## src/rtl/led_reg_arbiter.sv

```systemverilog
// Arbitrates the LED-driver register-file port between buffered I2C-host writes
// and an internal req/gnt requester, with a fairness cap on consecutive host grants.
module led_reg_arbiter #(
  parameter int ADDR_W     = 8,
  parameter int DATA_W     = 8,
  parameter int FIFO_DEPTH = 4,
  parameter int MAX_GRANT  = 4
) (
  input  logic                          clk,
  input  logic                          reset,
  input  logic                          enable,
  input  logic                          host_wr_en,
  input  logic [ADDR_W-1:0]             host_addr,
  input  logic [DATA_W-1:0]             host_data,
  input  logic                          ovf_clr,
  output logic                          host_overflow,
  output logic [$clog2(FIFO_DEPTH):0]   fifo_count,
  input  logic                          int_req,
  input  logic                          int_we,
  input  logic [ADDR_W-1:0]             int_addr,
  input  logic [DATA_W-1:0]             int_wdata,
  output logic                          int_gnt,
  output logic                          int_rvalid,
  output logic [DATA_W-1:0]             int_rdata,
  output logic [ADDR_W-1:0]             reg_addr,
  output logic [DATA_W-1:0]             reg_wdata,
  output logic                          reg_we,
  output logic                          reg_re,
  input  logic [DATA_W-1:0]             reg_rdata
);

  localparam int PTR_W    = $clog2(FIFO_DEPTH);
  localparam int CNT_W    = PTR_W + 1;
  localparam int STREAK_W = $clog2(MAX_GRANT + 1);
  localparam logic [CNT_W-1:0]    COUNT_FULL = CNT_W'(FIFO_DEPTH);
  localparam logic [STREAK_W-1:0] STREAK_MAX = STREAK_W'(MAX_GRANT);

  localparam logic [0:0] ARB_ISSUE  = 1'b0;
  localparam logic [0:0] ARB_RDWAIT = 1'b1;

  logic [ADDR_W+DATA_W-1:0] fifo_mem [FIFO_DEPTH];
  logic [PTR_W-1:0]         wr_ptr;
  logic [PTR_W-1:0]         rd_ptr;
  logic [STREAK_W-1:0]      streak;
  logic [0:0]               state;

  logic fifo_empty;
  logic fifo_full;
  logic int_req_v;
  logic sel_host;
  logic sel_int;
  logic enq;
  logic drop;

  // The grant cycle still sees int_req high; that is the old request, not a new one.
  assign int_req_v  = int_req & ~int_gnt;
  assign fifo_empty = (fifo_count == '0);
  assign fifo_full  = (fifo_count == COUNT_FULL);
  assign sel_host   = enable && (state == ARB_ISSUE) && !fifo_empty &&
                      (!int_req_v || (streak < STREAK_MAX));
  assign sel_int    = enable && (state == ARB_ISSUE) && !sel_host && int_req_v;
  assign enq        = host_wr_en && (!fifo_full || sel_host);
  assign drop       = host_wr_en && fifo_full && !sel_host;

  always_ff @(posedge clk) begin
    if (enq) fifo_mem[wr_ptr] <= {host_addr, host_data};
  end

  always_ff @(posedge clk) begin
    if (reset) begin
      wr_ptr        <= '0;
      rd_ptr        <= '0;
      fifo_count    <= '0;
      host_overflow <= 1'b0;
      streak        <= '0;
      state         <= ARB_ISSUE;
      int_gnt       <= 1'b0;
      int_rvalid    <= 1'b0;
      int_rdata     <= '0;
      reg_addr      <= '0;
      reg_wdata     <= '0;
      reg_we        <= 1'b0;
      reg_re        <= 1'b0;
    end else begin
      if (enq) wr_ptr <= wr_ptr + PTR_W'(1);
      if (sel_host) rd_ptr <= rd_ptr + PTR_W'(1);
      if (enq && !sel_host) fifo_count <= fifo_count + CNT_W'(1);
      else if (!enq && sel_host) fifo_count <= fifo_count - CNT_W'(1);

      if (drop) host_overflow <= 1'b1;
      else if (ovf_clr) host_overflow <= 1'b0;

      if (!int_req || sel_int) streak <= '0;
      else if (sel_host && int_req_v) streak <= streak + STREAK_W'(1);

      int_gnt    <= 1'b0;
      int_rvalid <= 1'b0;
      reg_we     <= 1'b0;
      reg_re     <= 1'b0;

      if (sel_host) begin
        reg_we    <= 1'b1;
        reg_addr  <= fifo_mem[rd_ptr][ADDR_W+DATA_W-1:DATA_W];
        reg_wdata <= fifo_mem[rd_ptr][DATA_W-1:0];
      end

      if (sel_int) begin
        int_gnt   <= 1'b1;
        reg_we    <= int_we;
        reg_re    <= !int_we;
        reg_addr  <= int_addr;
        reg_wdata <= int_wdata;
        if (!int_we) state <= ARB_RDWAIT;
      end

      // reg_re still high means the register file has not answered yet.
      if (state == ARB_RDWAIT && !reg_re) begin
        int_rdata  <= reg_rdata;
        int_rvalid <= 1'b1;
        state      <= ARB_ISSUE;
      end
    end
  end

endmodule

```

## config.mk

```make
export PLATFORM = sky130hd
export DESIGN_NAME = led_reg_arbiter
export DESIGN_NICKNAME = d
export VERILOG_FILES = /design/src/rtl/led_reg_arbiter.sv
export SDC_FILE = /design/constraint.sdc
export NUM_CORES = 1
export LEC_CHECK = 0
export ABC_CLOCK_PERIOD_IN_PS = 2950
export CORE_ASPECT_RATIO = 0.6
export CORE_MARGIN = 3
export CORE_UTILIZATION = 23
export CTS_BUF_LIST = sky130_fd_sc_hd__clkbuf_2 sky130_fd_sc_hd__clkbuf_4 sky130_fd_sc_hd__clkbuf_8
export CTS_CLUSTER_SIZE = 30
export DETAILED_ROUTE_END_ITERATION = 6
export DONT_BUFFER_PORTS = 1
export GPL_ROUTABILITY_DRIVEN = 1
export SLEW_MARGIN = 20
export SYNTH_ARGS = -nofsm -noshare
export SYNTH_HDL_FRONTEND = slang
export SYNTH_SLANG_ARGS = --single-unit
```

## constraint.sdc

```tcl
create_clock -name clk -period 2.95 [get_ports clk]
set_clock_uncertainty 0.2 [all_clocks]
set_input_delay 0.4425 -clock clk [delete_from_list [all_inputs] [get_ports clk]]
set_output_delay 0.4425 -clock clk [all_outputs]
set_load 0.01 [all_outputs]
```

== Word-level counts from Yosys, hierarchy flattened ==
Memory sizes are Yosys's and may differ from the RTL's. A register that Yosys moved wholly into a read port is not among the register bits.
Index checks and enable logic that the tools add are counted.

* Flip-flop bits (word level): 40
* RAM bits: 64
* Bits of input ports: 47
* Output and inout port bits: 32
* Logic and storage cells: 73
* Memories: 1

* Add/subtract/negate cells: 5
* Magnitude comparators: 1
* Equal/unequal tests: 1
* Multiplexer cells: 16
* Bitwise logic cells: 5
* Reductions and logical operators: 31

{| class="wikitable"
|+ Memory list
! name !! words !! bits a word !! read ports !! clocked after Yosys merged registers in !! write ports !! RTL line !! source
|-
| fifo_mem || 4 || 16 || 1 || 1 || 1 || 41 || <nowiki>logic [ADDR_W+DATA_W-1:0] fifo_mem [FIFO_DEPTH];</nowiki>
|}

{| class="wikitable"
|+ Operator list
! kind !! count
|-
| 2-to-1 mux 8 bit || 4
|-
| logical AND 1 bit || 12
|-
| logical NOT 1 bit || 8
|-
| 2-to-1 mux 1 bit || 8
|-
| adder 3 x 1 -> 3 bit (second input constant) || 2
|-
| 2-to-1 mux 3 bit || 2
|-
| nonzero test 2 bit || 3
|-
| OR reduction 2 bit || 3
|-
| adder 2 x 1 -> 2 bit (second input constant) || 2
|-
| 2-to-1 mux 2 bit || 2
|-
| inverter 1 bit || 4
|-
| == test 3 bit (second input constant) || 1
|-
| logical NOT 3 bit || 1
|-
| logical OR 1 bit || 3
|-
| less-than comparator 3 bit (second input constant) || 1
|-
| subtractor 3 x 1 -> 3 bit (second input constant) || 1
|-
| AND reduction 2 bit || 1
|-
| bitwise AND 1 bit || 1
|}

== Longest topological paths before layout ==
* Depth in word-level cells: 11
* Gate-level depth with buffers: 10
* Gate-level depth less buffers: 9

== Worst setup path after synthesis ==
No wires, ideal clock.

* Path kind: register to register
* From: register fifo_count[2]
* To: register fifo_count[2]
* Arrival: 2,349 ps
* Required time: 2,679 ps
* Slack: 330 ps
* Stages on the path, launching flop included: 11
* Clock period less this slack: 2,620 ps
* Path through: dfxtp_1 > or3_4 > nand3_2 > buf_6 > buf_6 > ha_1 > inv_1 > fa_1 > xor2_1 > or3_1 > a21oi_1

* Word-level cells in the longest chain between the ends: 9
* Elaborated cells on any way between the ends: 17
* Classes of those cells: add/sub (2); eq/ne (1); mux (2); reduce/logical (12)

{| class="wikitable"
|+ Ends and longest elaborated chain
! element !! RTL line !! source
|-
| from (decl) || 17 || <nowiki>output logic [$clog2(FIFO_DEPTH):0] fifo_count,</nowiki>
|-
| from (signal assigned) || 87 || <nowiki>if (enq && !sel_host) fifo_count <= fifo_count + CNT_W'(1);</nowiki>
|-
| from (signal assigned) || 88 || <nowiki>else if (!enq && sel_host) fifo_count <= fifo_count - CNT_W'(1);</nowiki>
|-
| logical NOT 3 bit || 57 || <nowiki>assign fifo_empty = (fifo_count == '0);</nowiki>
|-
| logical NOT 1 bit || 59 || <nowiki>assign sel_host = enable && (state == ARB_ISSUE) && !fifo_empty &&</nowiki>
|-
| logical AND 1 bit (2 in series) || 59 ||
|-
| logical OR 1 bit || 62 || <nowiki>assign enq = host_wr_en && (!fifo_full || sel_host);</nowiki>
|-
| logical AND 1 bit || 62 ||
|-
| logical NOT 1 bit || 88 ||
|-
| logical AND 1 bit || 88 ||
|-
| nonzero test 2 bit (no source line) || n/a ||
|}

Parallel ways exist; a longest one is shown, timed or not. The select of a mux whose other input is x is not followed.
A chain may end at the register's enable or synchronous reset.

== Worst setup path after layout ==
* From: register int_gnt
* To: register fifo_count[2]

* Word-level cells in the longest chain between the ends: 10
* Elaborated cells on any way between the ends: 13
* Classes of those cells: mux (1); bitwise (2); reduce/logical (10)

{| class="wikitable"
|+ Ends and longest elaborated chain
! element !! RTL line !! source
|-
| from (decl) || 22 || <nowiki>output logic int_gnt,</nowiki>
|-
| from (signal assigned) || 77 || <nowiki>int_gnt <= 1'b0;</nowiki>
|-
| from (signal assigned) || 96 || <nowiki>int_gnt <= 1'b0;</nowiki>
|-
| from (signal assigned) || 108 || <nowiki>int_gnt <= 1'b1;</nowiki>
|-
| inverter 1 bit (*) || 56 || <nowiki>assign int_req_v = int_req & ~int_gnt;</nowiki>
|-
| bitwise AND 1 bit (*) || 56 ||
|-
| logical NOT 1 bit (*) || 60 || <nowiki>(!int_req_v || (streak < STREAK_MAX));</nowiki>
|-
| logical OR 1 bit (*) || 60 ||
|-
| logical AND 1 bit (*) || 59 ||
|-
| logical OR 1 bit (*) || 62 ||
|-
| logical AND 1 bit (*) || 62 ||
|-
| named net enq || 52 || <nowiki>logic enq;</nowiki>
|-
| logical NOT 1 bit || 88 ||
|-
| logical AND 1 bit || 88 ||
|-
| nonzero test 2 bit (no source line) || n/a ||
|}

Mark *: on every way through the listed nets, which the timed path passes. The rest lies on a longest branch.

==> impl_results.md <==
- Clock tree from TritonCTS: built
- Total power per unit cell area: 774 nW/µm²
- Count of buffers from port buffering: 0
- Final TNS setup: 0 ns
- Drc violations: 0
- Area of the die: 20000 µm²
- All-layer global routing usage: 9.43%
- Share of the yosys chip area belonging to registers: around two thirds
- WP data required: 3.06 ns
- Post-synth design cell area: between 4000 and 5000 µm²
- Routed wire length: 9.31 mm
- Vias in the first global route: 2478
- Max clock buf depth: 2
- Fin crit share: 87.8%
- Final Hold Vio Count: 0
- Leading cell types in the layout, fill and taps excluded: edfxtp_1, dfxtp_1, dlygate4sd3_1
- Layout cell share with drive strength beyond 1: between 10% and 20%
- Clock Tree Root: clkbuf_8
- Slew Limit Headroom: 42.7%
- Setup violations, final: 0
- Number of buffers added by the clock tree synthesis step: 9
- Hold path cells: 2
- Number of antenna violations at the first check in global routing: 4
- Number of distinct standard cells referenced by the synthesized netlist: 40
- Crit path arrival time: 2.70 ns
- Maximum number of pins on one net before global-route repair: 37
- Status: complete, no violations
- DRC violation total after the first TritonRoute iteration: around 100
- Number of nets with antenna violations after detailed routing: 0
- Worst supply voltage drop on vdd: 0.000294 V
- Layout overhead on the synthesized area: 17.6%
- Layout fillers: 1769
- Post-Place Worst Slack: 0.354 ns
- Setup repair after global routing missed its margin: false
- Final design area excluding fillers: 4930 µm²
- Average cell area after synthesis: 15.2 µm²
- Overall Power: 0.00382 W
- Number of cell instances on the worst register-to-register path: 9
- Net Count, Synth: 331
- Site Rows: 37
- Worst skew pair latency: 0.37 ns
- Sequential cell area in the final layout: approximately 2800 µm²
- Sum of net half-perimeters after detailed placement: 6.18 mm
- Fraction of post-synthesis cell area in the top cell type by area: 45.8%
- Leakage power of the design: 1.59 nW
- First-pass detailed-route iteration total: 4
- CP Max Fanout: 7
- Area inside the core boundary: roughly 17000 µm²
- CTS clk-pin slew, worst paths: 0.10 ns
- Number of synthesized register bits: about 110
- Via count: roughly 2.3k
- Drt via density: 4.25
- Final count of pins violating max slew: 0
- Die H: 111 µm
- Clk sink count: 106
- Number of H-tree branching levels: 3
- Chip Width: 180 µm
- Min cycle time layout: 2.59 ns
- Initial standard-cell utilization of the core: 24.0%
- Net count of the finished layout: 359
- Cell type with the highest aggregate area in the netlist: edfxtp_1
- Yosys Warn Count: 0
- Leading cell type in the layout, fill and taps excluded: edfxtp_1
- Global-route wire length before repair: approximately 15 mm
- Max capacitance violation total: 0
- Critical path class: reg2reg
- Worst path setup slack after routing: 0.360 ns
- Critical path capture point type: flip-flop
- Post-Place Cell Area: 4450 µm²
- Top post-synthesis cells by area: edfxtp_1, dfxtp_1, mux4_2
- Setup crit start kind: flip-flop
- GRT Residual Overflow: 0
- Multi-input combinational cell area: approximately 1300 µm²
- Number of primary I/O pins: 79
- Average wire length per cell after detail routing: 17.0 µm
- Maximum clock frequency: 0.386 GHz
- CTS-repair resized insts: 0
- Tightest Hold Check Type: in2reg
- Setup slack, reg-to-reg: roughly 0.36 ns
- Tightest Pin Transition: 0.859 ns
- Routability cong.: 0.726
- Post-Synthesis Cells: roughly 280
- Utilization of the core after routing: about 28%
## routing by layer
metal	track usage [%]	vias to the layer above	routed length (µm)
li1	-	1083	-
met1	11.8	1150	4270
met2	14.8	74	4180
met3	4.71	12	749
met4	1.99	4	87
met5	0	-	21
## layout make-up
cell class                      instances  share of cell area (%)
Clock inverter                          6                    1.75
Antenna cell                            2                   0.101
Tap cell                              234                    5.93
Sequential cell                       106                    56.0
Clock buffer                           10                    2.66
Timing Repair Buffer                   32                    6.59
Multi-Input combinational cell        151                    26.6
Inverter                                5                   0.380
## where the power goes
part	leakage, nW	internal (W)	total (W)	switching, W
clock	0.111	0.000426	0.000969	0.000543
combinational	0.551	0.000435	0.000904	0.000469
sequential	0.931	0.00176	0.00195	0.000190
## cells in the mapped netlist
cell type	count
clkbuf_1	3
xor2_1	2
and2b_1	1
dfxtp_1	42
buf_6	5
buf_2	1
or3_4	1
nand2_1	17
xnor2_1	2
clkbuf_2	1
and2_1	4
nand2b_1	4
ha_1	6
a21oi_1	13
o22ai_1	6
mux4_2	16
a2bb2oi_1	1
nand3_2	1
nand4_1	1
buf_1	3
nor3b_4	1
edfxtp_1	64
or3_1	2
mux2i_1	12
a31oi_4	1
o22ai_2	1
inv_1	5
o21ai_2	1
nand3b_1	2
nor3_2	2
o21ai_0	2
nor2b_1	9
fa_1	1
o211ai_1	1
nor2_1	22
and4bb_2	1
a211oi_2	9
nor3_1	8
mux2_2	1
buf_4	2
## kinds of logic after synthesis
group | count (synthesis) | share of synthesized area (%)
AOI/OAI and AO/OA | 35 | 6.77
xor gates and xnor gates | 4 | 0.835
adders and majority gates | 7 | 2.27
buffers and inverters | 20 | 2.92
DFF | 106 | 65.8
muxes | 29 | 11.7
and+or+nand+nor | 76 | 9.69
## state kept, by name, indices dropped and copies added (netlist names), named ones only
name           cells
int_rvalid         1
rd_ptr             2
streak             3
wr_ptr             2
reg_addr           8
reg_re             1
int_rdata          8
fifo_count         3
host_overflow      1
state              1
fifo_mem          64
int_gnt            1
reg_wdata          8
reg_we             1
## metrics by stage
stage	hold WS, ns	cells
after global placement	0.265	503
after floorplan	0.259	277
after CTS	0.00362	544
after detailed placement	0.298	503
after global routing	0.00665	546
final	0.0293	546
## worst max-delay path: stages, from the launching register on
cell and delay (ns):
dfxtp_1 0.45, nand3b_1 0.20, nand2_1 0.11, a31oi_4 0.32, ha_1 0.24, inv_1 0.06, fa_1 0.37, xor2_1 0.15
or3_1 0.30, a21oi_1 0.14
## worst paths after layout
kind,from,endpoint
max reg2reg,int_gnt,fifo_count[2]
min,reg_rdata[0],int_rdata[0]
min reg2reg,int_rdata[6],int_rdata[6]
max,int_gnt,fifo_count[2]
## what timing repair did
item | in CTS | in global routing
hold buffers | 25 | 0
setup buffers | 0 | 0
hold endpoints to repair | 101 | 0
setup endpoints to repair | 0 | 0
No activity file was read; power rests on OpenSTA's default activity.
